==> config.mk <==
export PLATFORM = sky130hd
export DESIGN_NAME = mux_arb
export DESIGN_NICKNAME = d
export VERILOG_FILES = /design/src/rtl/mux_arb_pkg.sv /design/src/rtl/mux_arb_rr_pick.sv /design/src/rtl/mux_arb.sv
export SDC_FILE = /design/constraint.sdc
export NUM_CORES = 1
export LEC_CHECK = 0
export CORE_MARGIN = 3
export CORE_UTILIZATION = 30
export CTS_CLUSTER_SIZE = 8
export DETAILED_ROUTE_END_ITERATION = 8
export GPL_TIMING_DRIVEN = 0
export PLACE_DENSITY = 0.45
export SKIP_LAST_GASP = 1
export SYNTH_ARGS = -nofsm -noshare
export SYNTH_HDL_FRONTEND = slang
export SYNTH_SLANG_ARGS = --single-unit
==> constraint.sdc <==
create_clock -name clk_i -period 24.5 [get_ports clk_i]
set_clock_uncertainty 0.2 [all_clocks]
set_input_delay 3.675 -clock clk_i [delete_from_list [all_inputs] [get_ports clk_i]]
set_output_delay 3.675 -clock clk_i [all_outputs]
set_load 0.005 [all_outputs]
==> src/rtl/mux_arb_pkg.sv <==
// Shared types and helpers for the mux_arb block.
package mux_arb_pkg;

    // Arbitration mode carried on mode_i.
    typedef enum logic {
        MODE_FIXED = 1'b0,
        MODE_RR    = 1'b1
    } mode_e;

    // Low bit of channel k inside a packed vector of w-bit channels.
    function automatic int slice_lo(input int k, input int w);
        return k * w;
    endfunction

endpackage

==> src/rtl/mux_arb_rr_pick.sv <==
// Rotate-priority search: first requesting index at or above i_start, wrapping.
module rr_pick
    import mux_arb_pkg::*;
#(
    parameter int N_INPUTS = 32,
    parameter int SEL_W    = $clog2(N_INPUTS)
) (
    input  logic [N_INPUTS-1:0] i_req,
    input  logic [SEL_W-1:0]    i_start,
    output logic [SEL_W-1:0]    o_gnt,
    output logic                o_gnt_valid
);

    int               w_sum;
    logic [SEL_W-1:0] w_idx;

    // Walk offsets from farthest to nearest so the nearest requester wins.
    always_comb begin
        o_gnt       = '0;
        o_gnt_valid = 1'b0;
        w_sum       = 0;
        w_idx       = '0;
        for (int off = N_INPUTS - 1; off >= 0; off--) begin
            w_sum = int'(i_start) + off;
            if (w_sum >= N_INPUTS) begin
                w_sum = w_sum - N_INPUTS;
            end
            w_idx = SEL_W'(w_sum);
            if (i_req[w_idx]) begin
                o_gnt       = w_idx;
                o_gnt_valid = 1'b1;
            end
        end
    end

endmodule

==> src/rtl/mux_arb.sv <==
// N:1 registered multiplexer with fixed-select or round-robin arbitration.
//
// Handshake: on every channel (input k and the output) a word moves on a
// rising edge where valid and ready are both high. Valid never waits for
// ready; ready_o is driven only from state and current inputs. The output
// holding register reloads in the same cycle it drains (load enable
// = !out_valid_o || out_ready_i), so throughput is one word per cycle.
module mux_arb
    import mux_arb_pkg::*;
#(
    parameter int N_INPUTS = 32,
    parameter int WIDTH    = 1,
    localparam int SEL_W   = $clog2(N_INPUTS)
) (
    input  logic                      clk_i,
    input  logic                      rst_i,
    input  logic [N_INPUTS*WIDTH-1:0] data_i,
    input  logic [N_INPUTS-1:0]       valid_i,
    output logic [N_INPUTS-1:0]       ready_o,
    input  logic                      mode_i,
    input  logic [SEL_W-1:0]          sel_i,
    output logic [WIDTH-1:0]          out_data_o,
    output logic [SEL_W-1:0]          out_sel_o,
    output logic                      out_valid_o,
    input  logic                      out_ready_i
);

    logic [WIDTH-1:0]    r_out_data;
    logic [SEL_W-1:0]    r_out_sel;
    logic                r_out_valid;
    logic [SEL_W-1:0]    r_last;

    mode_e               w_mode;
    logic                w_load;
    logic [SEL_W-1:0]    w_rr_start;
    logic [SEL_W-1:0]    w_rr_gnt;
    logic                w_rr_valid;
    logic                w_sel_in_range;
    logic                w_fix_valid;
    logic [SEL_W-1:0]    w_gnt_idx;
    logic                w_gnt_valid;
    logic                w_xfer;
    logic [WIDTH-1:0]    w_gnt_data;
    logic [N_INPUTS-1:0] w_ready;

    assign w_mode = mode_e'(mode_i);
    assign w_load = !r_out_valid || out_ready_i;

    // Search begins one past the last RR winner; reset value makes it start at 0.
    assign w_rr_start = (r_last == SEL_W'(N_INPUTS - 1)) ? '0 : r_last + SEL_W'(1);

    rr_pick #(
        .N_INPUTS (N_INPUTS),
        .SEL_W    (SEL_W)
    ) u_rr_pick (
        .i_req       (valid_i),
        .i_start     (w_rr_start),
        .o_gnt       (w_rr_gnt),
        .o_gnt_valid (w_rr_valid)
    );

    // Selector values beyond the last channel never grant.
    assign w_sel_in_range = ({1'b0, sel_i} < (SEL_W + 1)'(N_INPUTS));
    assign w_fix_valid    = w_sel_in_range && valid_i[sel_i];

    assign w_gnt_idx   = (w_mode == MODE_RR) ? w_rr_gnt   : sel_i;
    assign w_gnt_valid = (w_mode == MODE_RR) ? w_rr_valid : w_fix_valid;

    // A transfer needs a grant, room in the holding register, and no reset.
    assign w_xfer = w_gnt_valid && w_load && !rst_i;

    // Select the granted channel's data and raise its ready bit only.
    always_comb begin
        w_gnt_data = '0;
        w_ready    = '0;
        for (int k = 0; k < N_INPUTS; k++) begin
            if (w_gnt_idx == SEL_W'(k)) begin
                w_gnt_data = data_i[slice_lo(k, WIDTH) +: WIDTH];
                w_ready[k] = w_xfer;
            end
        end
    end

    assign ready_o = w_ready;

    // Holding register and RR pointer; drain without refill keeps data/sel.
    always_ff @(posedge clk_i) begin
        if (rst_i) begin
            r_out_valid <= 1'b0;
            r_out_data  <= '0;
            r_out_sel   <= '0;
            r_last      <= SEL_W'(N_INPUTS - 1);
        end else if (w_xfer) begin
            r_out_valid <= 1'b1;
            r_out_data  <= w_gnt_data;
            r_out_sel   <= w_gnt_idx;
            if (w_mode == MODE_RR) begin
                r_last <= w_gnt_idx;
            end
        end else if (out_ready_i) begin
            r_out_valid <= 1'b0;
        end
    end

    assign out_data_o  = r_out_data;
    assign out_sel_o   = r_out_sel;
    assign out_valid_o = r_out_valid;

endmodule

==> results of run 1 <==
## path summary, 6_finish.rpt
path / startpoint / end / slack (ps) / depth (start not counted)
worst max-delay path: r_last[0] / ready_o[14] / 10220 / 30
worst max register to register: r_last[0] / out_data_o / 14090 / 27
worst min-delay path: out_sel_o[3] / out_sel_o[3] / 260 / 2
worst min register to register: out_sel_o[3] / out_sel_o[3] / 260 / 2
## critical path: cells and delay by family, from the launching register on
family          cells  cell delay [ps]
flops               1              360
compound gates      5             1960
simple gates        8             1330
fa+ha+maj           2              720
buf+inv            15             5770
## layer usage
| metal | vias up | wire length, µm | GRT usage (%) | part of all wire, % |
|---|---|---|---|---|
| li1 | 4669 | - | - | - |
| met1 | 5091 | 20200 | 40.9 | 41 |
| met2 | 609 | 22000 | 49.3 | 45 |
| met3 | 119 | 4040 | 4.28 | 8.3 |
| met4 | 0 | 2580 | 12.0 | 5.3 |
| met5 | - | 0 | 0 | 0 |
## logic make-up after synthesis
kind of cell | count (synthesis) | synth area share (%)
compound gates | 324 | 27.5
xor+xnor | 26 | 3.21
fa+ha+maj | 10 | 1.45
buf+inv | 106 | 5.67
flops | 12 | 2.79
mux | 211 | 34.1
simple gates | 442 | 25.2
## placed cells by master (no fill, tap or decap), drive strengths merged, types with 34 or more instances in the layout
master	count
o21ai	59
mux2i	114
buf	49
mux4	61
nor2	110
clkbuf	34
a21oi	43
nand2	131
nor3	37
mux2	36
clkdlybuf4s50	106
## through the flow
step	worst slack [ps]	cells
detailed placement	10720	1615
global route	9880	1619
global placement	10650	1615
floorplan	13580	1131
CTS	10450	1619
finish	10220	1619
## sequential cells by signal (all words and copies together) (netlist names)
signal       count
out_sel_o        5
r_last           5
out_data_o       1
out_valid_o      1
## area by class of cell
class / instances / area [µm²]
Fill cell: 3149 / 17800
Multi-Input combinational cell: 1013 / 7900
Timing Repair Buffer: 106 / 1060
Tap cell: 378 / 473
Buffer: 79 / 388
Sequential cell: 12 / 240
Inverter: 27 / 101
Clock buffer: 4 / 88.8
==> run metrics, run 1 <==
Post-synth EDFFs 0; floorplan row count 61; CTS tree yes; DRC Markers 0; number of buffers created by CTS 3; most common cell in the netlist nand2_1; Initial Util 30.7%; Top FF cell, synth dfxtp_1; actual slew at the worst max-slew pin 1330 ps; Max Fclk 0.0700 GHz; drt pass-1 iters 7; H-tree levels 1; Syn Inst Count 1131; Max FO, Critical Path 11; initial antenna violation count 0; setup_tns 0 ps; Synth Register Bits 12; top-level I/O count 112; Final HPWL DP 40300 µm; Die H 176 µm; die area 30800 µm²; crit end category output pin; Yosys warnings 0; wire per inst 30.2 µm; design area 10200 µm²; CTS hold repair buffers 0; Yosys cell types 105; Worst EP arrival 10410 ps; die width 176 µm; DRT iter0 DRCs 1171; outcome finished clean; GP Congestion 1.01; number of global-route vias before repair 10066; Worst-path clk slew 40 ps; wirelength, routed 48800 µm; Startpoint Class flop; final hold vios 0; CORE AREA 28100 µm²; synthesis-to-layout area growth 18.8%; number of max-cap violations 0; Yosys top cell by area mux4_2; Clock Tree Buf Depth 2; Area after DPL 10200 µm²; max-slew violation count 0; Synth async-reset ratio 0%; sequential share of the synthesized area 2.79%; Crit Path Category reg -> out; clock sink count 12; Slew HR 11.1%; synth cell count leaders nand2_1 (131), mux2i_1 (111), nor2_1 (107); utilization after layout 36.5%; top cells by area, synth mux4_2 (16%), mux2i_1 (13%), nand2_1 (5.7%); ANT cells 0; Critical Path RT 20620 ps; post-synth top area share 15.9%; hold_ws 256 ps; vias after detailed routing 10488; Tmin final 14280 ps; Mapped Area 8630 µm²; final setup fails 0; Routed Antenna Nets 0; via/cell ratio 6.48; Global Route Usage Sum 30.5%; RSZ-0062 raised after global routing false; share of post-route cells with drive strength above 1 14.9%; Skew-Pair Late Insertion Delay 240 ps; slowest cell on the critical path buf_1; Resize count post-CTS 0; Hold Crit Class reg -> reg; final worst-path cycle share 58.3%; Synth Area per Inst 7.63 µm²; Mapped Nets 1214; Total Nets Final 1325; setup bufs post-CTS 0; root buffer cell clkbuf_16; CP peak stage delay 700 ps; I/O Buffers 106; largest net degree at the start of global routing 12; GR Overflow Total 0; first-pass GRT wire length 70300 µm
Power of run 1 is not shown: default switching activity piles up to over one toggle a cycle in this logic, so the estimate is an artifact.
==> inputs of run 2 (changes only) <==
- clock period: 24.5 -> 13.2 ns (I/O delays scaled with it)
==> results of run 2 <==
The final DEF is identical to that of run 1. Status: finished clean.
Main changes from that run: setup slack after placement 10720 ps -> 1120 ps; setup slack after layout 10220 ps -> 614 ps; register-to-register setup slack 14090 ps -> 2790 ps
Power of run 2 is left out for the same reason.
